==> src/rtl/craps_pkg.sv <==
// craps_pkg: shared result codes, FSM states and die helpers for the craps engine
package craps_pkg;
  localparam logic [1:0] RES_WIN   = 2'b00;
  localparam logic [1:0] RES_LOSE  = 2'b01;
  localparam logic [1:0] RES_AGAIN = 2'b10;
  localparam logic [1:0] RES_RESET = 2'b11;
  localparam logic [2:0] DIE_MIN = 3'd1;
  localparam logic [2:0] DIE_MAX = 3'd6;
  typedef enum logic {COME_OUT, POINT} state_t;
  function automatic logic [2:0] die_next(input logic [2:0] d);
    return d == DIE_MAX ? DIE_MIN : d + 3'd1;
  endfunction
endpackage

==> src/rtl/roll_debounce.sv <==
// roll_debounce: synchronizes a bouncy button, accepts a level after a stable run, pulses on rising edge
module roll_debounce #(
  parameter int DEBOUNCE_CYCLES = 1_000_000
) (
  input  logic clk,
  input  logic clr,
  input  logic din,
  output logic pulse
);
  localparam int CW = $clog2(DEBOUNCE_CYCLES + 1);
  logic s1, s2, level, level_d;
  logic [CW-1:0] cnt;
  always_ff @(posedge clk or negedge clr)
    if (!clr) begin
      s1 <= 1'b0;
      s2 <= 1'b0;
      level <= 1'b0;
      level_d <= 1'b0;
      cnt <= '0;
      pulse <= 1'b0;
    end else begin
      s1 <= din;
      s2 <= s1;
      level_d <= level;
      pulse <= level & ~level_d;
      // any cycle matching the accepted level restarts the stability run
      if (s2 == level) cnt <= '0;
      else if (cnt == CW'(DEBOUNCE_CYCLES - 1)) begin
        level <= s2;
        cnt <= '0;
      end else cnt <= cnt + 1'b1;
    end
endmodule

==> src/rtl/craps_roll_ctrl.sv <==
// craps_roll_ctrl: debounced roll button, free-running dice, craps scoring FSM and point register
module craps_roll_ctrl import craps_pkg::*; #(
  parameter int DEBOUNCE_CYCLES = 1_000_000
) (
  input  logic       clk,
  input  logic       clr,
  input  logic       roll,
  output logic [2:0] x0,
  output logic [2:0] x1,
  output logic [1:0] result,
  output logic [3:0] point,
  output logic       rolled
);
  logic pulse;
  logic [2:0] d0, d1;
  logic [3:0] s;
  state_t state;
  assign s = {1'b0, d0} + {1'b0, d1};
  roll_debounce #(.DEBOUNCE_CYCLES(DEBOUNCE_CYCLES)) u_deb (
    .clk(clk),
    .clr(clr),
    .din(roll),
    .pulse(pulse)
  );
  // d1 steps only when d0 wraps, so the pair walks all 36 combinations
  always_ff @(posedge clk or negedge clr)
    if (!clr) begin
      d0 <= DIE_MIN;
      d1 <= DIE_MIN;
    end else begin
      d0 <= die_next(d0);
      if (d0 == DIE_MAX) d1 <= die_next(d1);
    end
  always_ff @(posedge clk or negedge clr)
    if (!clr) begin
      state <= COME_OUT;
      x0 <= 3'd0;
      x1 <= 3'd0;
      result <= RES_RESET;
      point <= 4'd0;
      rolled <= 1'b0;
    end else begin
      rolled <= pulse;
      if (pulse) begin
        x0 <= d0;
        x1 <= d1;
        if (state == COME_OUT) begin
          if (s == 4'd7 || s == 4'd11) begin
            result <= RES_WIN;
            point <= 4'd0;
          end else if (s == 4'd2 || s == 4'd3 || s == 4'd12) begin
            result <= RES_LOSE;
            point <= 4'd0;
          end else begin
            result <= RES_AGAIN;
            point <= s;
            state <= POINT;
          end
        end else if (s == point) begin
          result <= RES_WIN;
          point <= 4'd0;
          state <= COME_OUT;
        end else if (s == 4'd7) begin
          result <= RES_LOSE;
          point <= 4'd0;
          state <= COME_OUT;
        end else result <= RES_AGAIN;
      end
    end
endmodule

==> config.mk <==
export PLATFORM = sky130hd
export DESIGN_NAME = craps_roll_ctrl
export DESIGN_NICKNAME = d
export VERILOG_FILES = /design/src/rtl/craps_pkg.sv /design/src/rtl/roll_debounce.sv /design/src/rtl/craps_roll_ctrl.sv
export SDC_FILE = /design/constraint.sdc
export NUM_CORES = 1
export LEC_CHECK = 0
export BUFFER_PORTS_ARGS = -buffer_cell sky130_fd_sc_hd__buf_2
export CAP_MARGIN = 15
export CORE_MARGIN = 2
export CORE_UTILIZATION = 59
export DETAILED_ROUTE_END_ITERATION = 10
export GPL_ROUTABILITY_DRIVEN = 0
export PLACE_DENSITY_LB_ADDON = 0.25
export SKIP_CTS_REPAIR_TIMING = 1
export SLEW_MARGIN = 10
export SYNTH_ARGS = -nofsm -noshare
export SYNTH_HDL_FRONTEND = slang
export SYNTH_SLANG_ARGS = --single-unit
==> constraint.sdc <==
create_clock -name clk -period 2.5 [get_ports clk]
set_input_delay 0 -clock clk [delete_from_list [all_inputs] [get_ports clk]]
set_output_delay 0 -clock clk [all_outputs]
set_load 0.03 [all_outputs]
==> flow_results.org, run 1 <==
** Place
- After detailed placement, the design holds a cell count of 253.
- Prior to clock tree synthesis, the placed netlist has a worst setup slack of 14.1 ps.
- Detailed placement finished with a half-perimeter wire length of 2.58 mm.
- Port-buffer cells :: 15

** Yosys
- Yosys mapped a number of flops with a built-in enable equal to 0.
- Post-Syn Instances :: 195
- In the synthesized netlist the async set-or-reset flop fraction comes to 100%.
- Net count of the mapped netlist :: 203
- Synthesis inferred 45 register bits.
- The synthesized netlist occupies a cell area of 2180 sq um.
- The biggest area contributor in the post-synthesis netlist is sky130_fd_sc_hd__dfrtp_1.
- The netlist uses 45 different library cells.
- Post-synthesis average cell area :: 11.2 sq um
- In the post-synthesis netlist, the cell with the most instances is sky130_fd_sc_hd__dfrtp_1.
- Sequential element share of the synthesized area :: 52.0%
- In this run the biggest area consumer among cell types represents 47.2% of the synthesized area.
- For this run, the number of Yosys warnings is 0.
- In the synthesized netlist, the cells that appear most often are 41 x sky130_fd_sc_hd__dfrtp_1, 25 x sky130_fd_sc_hd__nor2_1, 15 x sky130_fd_sc_hd__nand2_1.
- Ranked by total cell area, the synthesized netlist is headed by sky130_fd_sc_hd__dfrtp_1 47%, sky130_fd_sc_hd__xnor2_1 5.6%, sky130_fd_sc_hd__dfstp_2 4.8%.
- For this run, the leading register cell type out of synthesis is sky130_fd_sc_hd__dfrtp_1.

** STA
- Summed over all failing endpoints, the final setup total negative slack is 0 ps.
- Final critical delay including setup and external delays :: 2410 ps
- Transition at the pin with the smallest max-transition slack :: 945 ps
- Dividing the final minimum period by the clock period gives 96.5%.
- For this run, the top clock speed supported by timing is 415 MHz.
- Unrepaired setup endpoints after global routing :: no
- Setup violations remaining at the end of the flow were counted as 0.
- In this run the tightest slew margin relative to its limit is 37.0%.
- Max Transition Viols Final :: 0
- Post-layout worst setup margin :: 88.5 ps
- Number of hold violations in the final report :: 0
- Post-Route Skew :: 7.32 ps

** Clock tree
- Clock tree from TritonCTS :: built
- For the worst-skew pair, the clock arrives at the later sink with an insertion delay of 300 ps.
- The clock passes through at most 2 buffers.
- Clock tree root buffer cell :: sky130_fd_sc_hd__clkbuf_8
- Number of clock sinks seen by CTS :: 45
- Counting the buffers created by CTS gives 5.
- Clock input transition at the sequential cells of the worst setup and hold paths :: 90 ps
- The H-tree was split into 2 levels.

** Critical path
- Of all nets on the critical path, the largest fanout is 8.
- The worst setup path is of the flip-flop to flip-flop kind.
- STA puts the critical path data required time at 2690 ps.
- STA classifies the critical path startpoint as a flip-flop.
- The worst setup path is captured at a flip-flop.
- Arrival time worst endpoint :: 2600 ps

** Drt
- Routed vias/inst :: 5.51
- The pre-antenna-repair detailed-routing pass consisted of 4 iterations.
- Final WL :: 3.69 mm
- In this run, the number of DRC markers left after iteration 0 of detailed routing was 69.
- Number of nets still failing antenna checks after routing :: 0
- In the final routed layout, each cell accounts on average for 14.0 um.
- The detailed router placed 1449 vias in this run.
- DRC Markers :: 0

** Cells and area
- At the end of the flow the core is filled with cells to 66.9%.
- Non-filler cells, final :: 263
- In the final layout, the share of cells above drive strength 1 is 20.5%.
- From synthesis to final layout, the design area changed by 10.9%.
- Net count, final :: 222
- The number of antenna diodes in the final layout is 0.

** Power and ir drop
- Leakage power of the design :: 1.13 nW
- Worst IR drop on VDD :: 0.426 mV
- Total power consumption of the routed design :: 1.22 mW
- For this design the ratio of total power to cell area is 504 nW/um^2.

** Die
- Num ports :: 16
- After floorplanning, the core was sized to cover 3610 sq um.
- In this run the vertical extent of the chip is 64.7 um.
- The initial utilization of the core area, before any placement, comes to 60.3%.
- Die Wd :: 64.7 um
- In this run the core area contains 22 standard-cell rows.
- The floorplan step defined a die boundary enclosing 4190 sq um.

** Hold path
- Worst min-delay path class :: input pin to flip-flop

** Job
- Max-cap violations in this run came to 0.

** Global routing
- Global-route wire length before repair :: 6.53 mm
- For this run, the total global-route usage over all layers was measured as 20.7%.
- Number of antenna violations at the first check in global routing :: 0
- The number of global-route vias before repair came to 1477.
- Entering global routing, the biggest net connects 46 pins.
- Global routing finished with a remaining overflow of 0.

** Outcome
- Result of the run :: completed
==> layer usage <==
layer / vias to the layer above / routed length, um / global-route usage (%)
li1: 701 / - / -
met1: 724 / 1720 / 25.2
met2: 19 / 1810 / 34.4
met3: 5 / 105 / 6.25
met4: 0 / 59 / 7.98
met5: - / 0 / 0
==> cells in the final DEF (no fill, tap or decap), types with 3 or more instances in the layout <==
master                       count
sky130_fd_sc_hd__buf_2          15
sky130_fd_sc_hd__nand3_1         8
sky130_fd_sc_hd__o21ai_0         4
sky130_fd_sc_hd__clkbuf_8        5
sky130_fd_sc_hd__clkinvlp_4      3
sky130_fd_sc_hd__and2_1          4
sky130_fd_sc_hd__xor2_1          9
sky130_fd_sc_hd__and3_1          8
sky130_fd_sc_hd__dfstp_2         4
sky130_fd_sc_hd__dfrtp_1        41
sky130_fd_sc_hd__ha_1            4
sky130_fd_sc_hd__mux2_1          4
sky130_fd_sc_hd__a31oi_1         3
sky130_fd_sc_hd__inv_1           5
sky130_fd_sc_hd__nand2_1        15
sky130_fd_sc_hd__mux2_2          7
sky130_fd_sc_hd__nor4_1          3
sky130_fd_sc_hd__nor3b_1         3
sky130_fd_sc_hd__xnor2_1        14
sky130_fd_sc_hd__nor2_1         25
==> layout make-up <==
cell class              count  area (sq um)
multi-input cells         140          1020
flip-flops and latches     45          1130
repair buffers             17          95.1
clock inverters             3          22.5
fillers                   285          1190
clock buffers               5          68.8
well taps                  48          60.1
inverters                   5          18.8
==> power by group <==
| group | internal, mW | leakage [nW] | total (mW) | switching, mW |
|---|---|---|---|---|
| combinational | 0.00785 | 0.495 | 0.0309 | 0.0231 |
| clock | 0.196 | 0.0364 | 0.448 | 0.252 |
| sequential | 0.733 | 0.602 | 0.738 | 0.00476 |
| total | 0.937 | 1.13 | 1.22 | 0.280 |
==> kinds of logic (layout without fill, tap and decap cells) <==
family | after synthesis | count (layout) | share of synthesized area (%)
mux | 13 | 13 | 6.61
simple gates | 82 | 82 | 20.2
fa+ha+maj | 6 | 6 | 3.68
xor+xnor | 25 | 25 | 10.8
compound gates | 14 | 14 | 4.89
flops | 45 | 45 | 52.0
buf+inv | 10 | 30 | 1.90
==> per-stage QoR <==
| stage | instance area [sq um] | hold WS, ps |
|---|---|---|
| finish | 2410 | 347 |
| global route | 2410 | 338 |
| CTS | 2380 | -204 |
| detailed placement | 2290 | 115 |
| global placement | 2290 | 110 |
| floorplan | 2180 | -296 |
==> critical path, stage by stage (launching register included) <==
cell                        delay (ps)
sky130_fd_sc_hd__dfstp_2           590
sky130_fd_sc_hd__ha_1              200
sky130_fd_sc_hd__fa_2              500
sky130_fd_sc_hd__nand2_1            90
sky130_fd_sc_hd__nor2_1             50
sky130_fd_sc_hd__a21boi_1          200
sky130_fd_sc_hd__a2bb2oi_2         290
sky130_fd_sc_hd__mux2_1            370
==> final timing paths <==
kind | startpoint | to | slack (ps) | depth (start not counted)
max | d1[0]$_DFFE_PN1P_ | point[0]$_DFFE_PN0P_ | 90 | 7
min | roll | u_deb.s1$_DFF_PN0_ | 350 | 2
max reg2reg | d1[0]$_DFFE_PN1P_ | point[0]$_DFFE_PN0P_ | 90 | 7
min reg2reg | u_deb.s1$_DFF_PN0_ | u_deb.s2$_DFF_PN0_ | 360 | 0
max in group asynchronous | clr | u_deb.cnt[9]$_DFF_PN0_ | 1530 | 2
min in group asynchronous | clr | x0[2]$_DFFE_PN0P_ | 380 | 2
==> registers in the layout, summed over array words and instances (netlist names) <==
signal	cells
u_deb.level	1
rolled	1
u_deb.cnt	20
x0	3
u_deb.pulse	1
d1	3
d0	3
u_deb.s1	1
state	1
u_deb.level_d	1
u_deb.s2	1
x1	3
point	4
result	2
(Power assumes the default switching activity.)
==> run 2, diff against run 1 <==
--- a/config.mk
+++ b/config.mk
@@ -5,15 +5,18 @@
 export SDC_FILE = /design/constraint.sdc
 export NUM_CORES = 1
 export LEC_CHECK = 0
+export ABC_AREA = 1
 export BUFFER_PORTS_ARGS = -buffer_cell sky130_fd_sc_hd__buf_2
 export CAP_MARGIN = 15
 export CORE_MARGIN = 2
-export CORE_UTILIZATION = 59
+export CORE_UTILIZATION = 60
 export DETAILED_ROUTE_END_ITERATION = 10
 export GPL_ROUTABILITY_DRIVEN = 0
+export HOLD_SLACK_MARGIN = 0.15
 export PLACE_DENSITY_LB_ADDON = 0.25
 export SKIP_CTS_REPAIR_TIMING = 1
 export SLEW_MARGIN = 10
 export SYNTH_ARGS = -nofsm -noshare
 export SYNTH_HDL_FRONTEND = slang
+export SYNTH_HIERARCHICAL = 1
 export SYNTH_SLANG_ARGS = --single-unit
==> flow_results.org, run 2 <==
** Clock tree
- The later-pin clock latency in the skew report is 300 ps (about the same).
- Maximum level of the CTS H-tree :: 2 (unchanged)
- The clock tree from TritonCTS is built (unchanged).
- The number of clock buffers inserted by TritonCTS was 5 (unchanged).
- Clock input transition at the sequential cells of the worst setup and hold paths :: 80 ps (was 90 ps)
- The CTS root buffer is sky130_fd_sc_hd__clkbuf_8 (unchanged).
- The CTS sink count was 45 (unchanged).
- The maximum buffer depth of the clock tree was 2 (unchanged).

** Outcome
- Result of the run: completed (unchanged).

** Die
- Area enclosed by the die boundary :: 4480 sq um (was 4190 sq um)
- The boundary pin count was 16 (unchanged).
- Die Wd :: 66.9 um (was 64.7 um)
- Vertical extent of the die :: 66.9 um (was 64.7 um)
- The placeable core region came to 3740 sq um (was 3610 sq um).
- The initial core utilization was 63.5% (was 60.3%).
- The number of standard-cell rows in the floorplan came to 22 (unchanged).

** STA
- Max Transition Viols Final :: 0 (unchanged)
- Worst slew slack as a fraction of its limit :: 36.9% (was 37.0%)
- Transition at the pin with the smallest max-transition slack :: 947 ps (was 945 ps)
- Final Setup Violations :: 0 (unchanged)
- Unrepaired setup endpoints after global routing :: no (unchanged)
- The ratio of final minimum period to clock period came to 88.3% (was 96.5%).
- The post-route clock skew came to 4.86 ps (was 7.32 ps).
- Highest Clock Rate :: 453 MHz (was 415 MHz)
- The final critical path time including I/O delays and setup is 2210 ps (was 2410 ps).
- Accumulated negative setup slack :: 0 ps (unchanged)
- The number of hold violations in the final report came to 0 (unchanged).
- The minimum hold slack came to 348 ps (was 347 ps).

** Power and ir drop
- Internal power of the cells :: 1.07 mW (was 937 uW)
- The power density over the cells was 506 nW/um^2 (was 504 nW/um^2).
- The static leakage came to 1.30 nW (was 1.13 nW).
- Combinational group share of total power :: 2.4% (was 2.5%)
- Worst IR drop on VDD :: 0.375 mV (was 0.426 mV)
- The part of the total power dissipated in the clock network came to 42.4% (was 36.8%).
- Net Sw Frac :: 20.0% (was 23.0%)
- The switching power is 267 uW (was 280 uW).
- Share of power burned in registers :: 55.2% (was 60.6%)

** Critical path
- The element type at the critical path end is a flip-flop (unchanged).
- Worst reg2reg setup slack :: 290 ps (was 90 ps)
- The worst-path maximum fanout was 5 (was 8).
- The stage delay of the slowest cell on the critical path was 570 ps (was 590 ps).
- Among the stages of the critical path, the cell type that occurs most often is sky130_fd_sc_hd__nand2_1.
- R2R Path Start :: d0[0]$_DFF_PN1_ (was d1[0]$_DFFE_PN1P_)
- CP Cell Sequence: ha_1, fa_1, xnor2_1, nand2_1, nor2_1, nand2_1, nand2_1, o21ai_1, nand2_1, nand2_1 (was ha_1, fa_2, nand2_1, nor2_1, a21boi_1, a2bb2oi_2, mux2_1).
- The combined buffer and inverter count along the critical path was 0 (unchanged).
- The category of the most critical setup path is flip-flop to flip-flop (unchanged).
- The worst reg-to-reg path cell count came to 10 (was 7).
- Setup crit start kind :: flip-flop (unchanged)
- The capture instance of the worst register-to-register path was state$_DFFE_PN0P_ (was point[0]$_DFFE_PN0P_).
- The arrival time of data at the critical path endpoint is 2400 ps (was 2600 ps).
- Worst-path cell with the longest stage delay :: sky130_fd_sc_hd__dfstp_2 (unchanged)
- The top cell family by delay on the critical path was adder cells (unchanged).
- The data required time at the worst endpoint is 2690 ps (about the same).

** Global routing
- Number of global-route vias before repair :: 1865 (was 1477)
- The met3 global-route usage was 5.74% (was 6.25%).
- Global-route wire length before repair :: 8.13 mm (was 6.53 mm)
- The met1 usage is 31.7% (was 25.2%).
- The final global-route overflow total was 0 (unchanged).
- Met2 Track Usage GR :: 39.4% (was 34.4%)
- The initial antenna violation count was 0 (unchanged).
- The largest net degree at the start of global routing is 46 (unchanged).
- The busiest layer in global routing is met2 (unchanged).
- The overall fraction of global-route tracks in use was 24.6% (was 20.7%).

** Yosys
- Most frequently used cell type in the post-synthesis netlist :: sky130_fd_sc_hd__nand2_1 (was sky130_fd_sc_hd__dfrtp_1)
- Biggest area contributors in the synthesized netlist :: sky130_fd_sc_hd__dfrtp_1 43%, sky130_fd_sc_hd__nand2_1 12%, sky130_fd_sc_hd__nor2_1 8.2% (was sky130_fd_sc_hd__dfrtp_1 47%, sky130_fd_sc_hd__xnor2_1 5.6%, sky130_fd_sc_hd__dfstp_2 4.8%)
- The synthesized netlist cell count is 300 (was 195).
- The dominant cell type by area after synthesis is sky130_fd_sc_hd__dfrtp_1 (unchanged).
- Proportion of netlist area held by the largest area contributor :: 43.2% (was 47.2%)
- The flip-flop and latch count after synthesis came to 45 (unchanged).
- Sequential element share of the synthesized area :: 47.6% (was 52.0%)
- The post-synthesis net count is 308 (was 203).
- Top post-synthesis cells by count :: 75 x sky130_fd_sc_hd__nand2_1, 52 x sky130_fd_sc_hd__nor2_1, 41 x sky130_fd_sc_hd__dfrtp_1 (was 41 x sky130_fd_sc_hd__dfrtp_1, 25 x sky130_fd_sc_hd__nor2_1, 15 x sky130_fd_sc_hd__nand2_1)
- The warning count from the yosys run is 6 (was 0).
- The synthesized area divided by synthesized cell count came to 7.92 sq um (was 11.2 sq um).
- The proportion of register bits with asynchronous set or reset after synthesis is 100% (unchanged).
- Netlist Area Pre-Place :: 2380 sq um (was 2180 sq um)
- Leading register cell type out of synthesis :: sky130_fd_sc_hd__dfrtp_1 (unchanged)
- Count of unique library cells instantiated by Yosys :: 28 (was 45)
- Count of flip-flops with a built-in enable after synthesis :: 0 (unchanged)

** Drt
- Via Count :: 1938 (was 1449)
- DRC Markers :: 0 (unchanged)
- The detail-routed net length per standard cell came to 12.3 um (was 14.0 um).
- Final WL :: 4.57 mm (was 3.69 mm)
- The via density per instance is 5.22 (was 5.51).
- Number of nets still failing antenna checks after routing :: 0 (unchanged)
- The DRC marker count from the first detailed-route iteration came to 161 (was 69).
- Number of detailed-routing iterations run before antenna repair :: 7 (was 4)

** Cells and area
- The area of combinational cells with multiple inputs was 1110 sq um (was 1020 sq um).
- Area of all sequential standard cells :: 1130 sq um (unchanged)
- The count of antenna diodes in the layout came to 0 (unchanged).
- Area growth, synth to finish :: 11.0% (was 10.9%)
- The register with the highest flop count is u_deb/cnt (was u_deb.cnt).
- Layout fillers :: 340 (was 285)
- Post-route cell area :: 2640 sq um (was 2410 sq um)
- Net count, final :: 330 (was 222)
- Non-filler cells, final :: 371 (was 263)
- Post-Route Utilization :: 70.4% (was 66.9%)
- Largest register FFs :: 20 (unchanged)
- The most common cell after layout, fill and taps aside is sky130_fd_sc_hd__nand2_1 (was sky130_fd_sc_hd__dfrtp_1).
- Leading cell types in the layout, fill and taps excluded: 75 x sky130_fd_sc_hd__nand2_1, 52 x sky130_fd_sc_hd__nor2_1, 41 x sky130_fd_sc_hd__dfrtp_1, 30 x sky130_fd_sc_hd__inv_1, 21 x sky130_fd_sc_hd__nand3_1 (was 41 x sky130_fd_sc_hd__dfrtp_1, 25 x sky130_fd_sc_hd__nor2_1, 15 x sky130_fd_sc_hd__nand2_1, 15 x sky130_fd_sc_hd__buf_2, 14 x sky130_fd_sc_hd__xnor2_1).
- Largest registers ranked by flip-flop count :: u_deb/cnt: 20 flops, point: 4 flops (was u_deb.cnt: 20 flops, point: 4 flops)
- The share of cells above drive strength 1 was 16.4% (was 20.5%).

** Place
- Port-buffer cells :: 15 (unchanged)
- The post-place instance area was 2500 sq um (was 2290 sq um).
- The half-perimeter wire length of the detailed placement result is 3.34 mm (was 2.58 mm).
- The total placed cells including tap cells was 361 (was 253).

** Job
- Number of maximum-capacitance constraint violations :: 0 (unchanged)

** Hold path
- The cell depth of the worst hold path came to 2 (unchanged).
- The classification of the worst-slack hold path was input pin to flip-flop (unchanged).
- Hold path endpoint :: u_deb/s1$_DFF_PN0_ (was u_deb.s1$_DFF_PN0_)
- The startpoint of the lowest-slack hold path is roll (unchanged).
[run 2: cell types whose count changed in the layout (fill, tap and decap cells not counted), moves of 8 or more]
| cell | before | now |
|---|---|---|
| sky130_fd_sc_hd__xnor2_1 | 14 | 3 |
| sky130_fd_sc_hd__nor2_2 | 0 | 10 |
| sky130_fd_sc_hd__nand2_2 | 0 | 9 |
| sky130_fd_sc_hd__nand3_1 | 8 | 21 |
| sky130_fd_sc_hd__nor2_1 | 25 | 52 |
| sky130_fd_sc_hd__inv_1 | 5 | 30 |
| sky130_fd_sc_hd__and3_1 | 8 | 0 |
| sky130_fd_sc_hd__nand2_1 | 15 | 75 |
[run 2: cell families after synthesis]
logic type               share of synthesized area, %
AO/OA/AOI/OAI                                    4.11
XOR/XNOR                                         4.37
adder cells (fa/ha/maj)                          2.95
buffers and inverters                            5.53
flip-flops                                       47.6
AND/OR/NAND/NOR                                  35.4
[run 2: cell type report]
type,instances,area share [%]
flip-flops and latches,45,42.9
repair buffers,17,3.61
multi-input cells,221,42.2
clock buffers,7,3.27
well taps,48,2.28
clock inverters,1,1.14
inverters,32,4.56
[run 2: power groups by stage]
stage	Combinational (mW)	Clock, mW	Sequential [mW]
floorplan	0.0122	0	0.750
global placement	0.0308	0	0.751
detailed placement	0.0315	0	0.751
CTS	0.0316	0.578	0.737
global route	0.0388	0.607	0.738
finish	0.0322	0.565	0.737
[run 2: worst max path at each step]
| stage | start | endpoint | slack (ps) | cells after the start |
|---|---|---|---|---|
| 6_report | d0[0]$_DFF_PN1_ | state$_DFFE_PN0P_ | 290 | 10 |
| 5_1_grt | d0[0]$_DFF_PN1_ | point[2]$_DFFE_PN0P_ | 200 | 10 |
| 4_1_cts | d0[0]$_DFF_PN1_ | state$_DFFE_PN0P_ | 310 | 10 |
| 3_5_place_dp | d0[0]$_DFF_PN1_ | point[3]$_DFFE_PN0P_ | 320 | 10 |
| 3_3_place_gp | d0[0]$_DFF_PN1_ | point[2]$_DFFE_PN0P_ | 470 | 10 |
| 2_1_floorplan | d0[0]$_DFF_PN1_ | state$_DFFE_PN0P_ | 550 | 10 |
[run 2: per-layer routing]
| layer | routed length [um] | vias to the layer above | share of wire [%] |
|---|---|---|---|
| met3 | 214 | 8 | 4.7 |
| met1 | 2210 | 892 | 48 |
| li1 | - | 990 | - |
| met5 | 0 | - | 0 |
| met4 | 91 | 0 | 2.0 |
| met2 | 2050 | 48 | 45 |
[run 2: metrics by stage]
stage                     power, mW  worst slack, ps
after global routing           1.38              200
after global placement        0.782              468
after detailed placement      0.783              318
after CTS                      1.35              309
after floorplan               0.763              551
final                          1.33              293
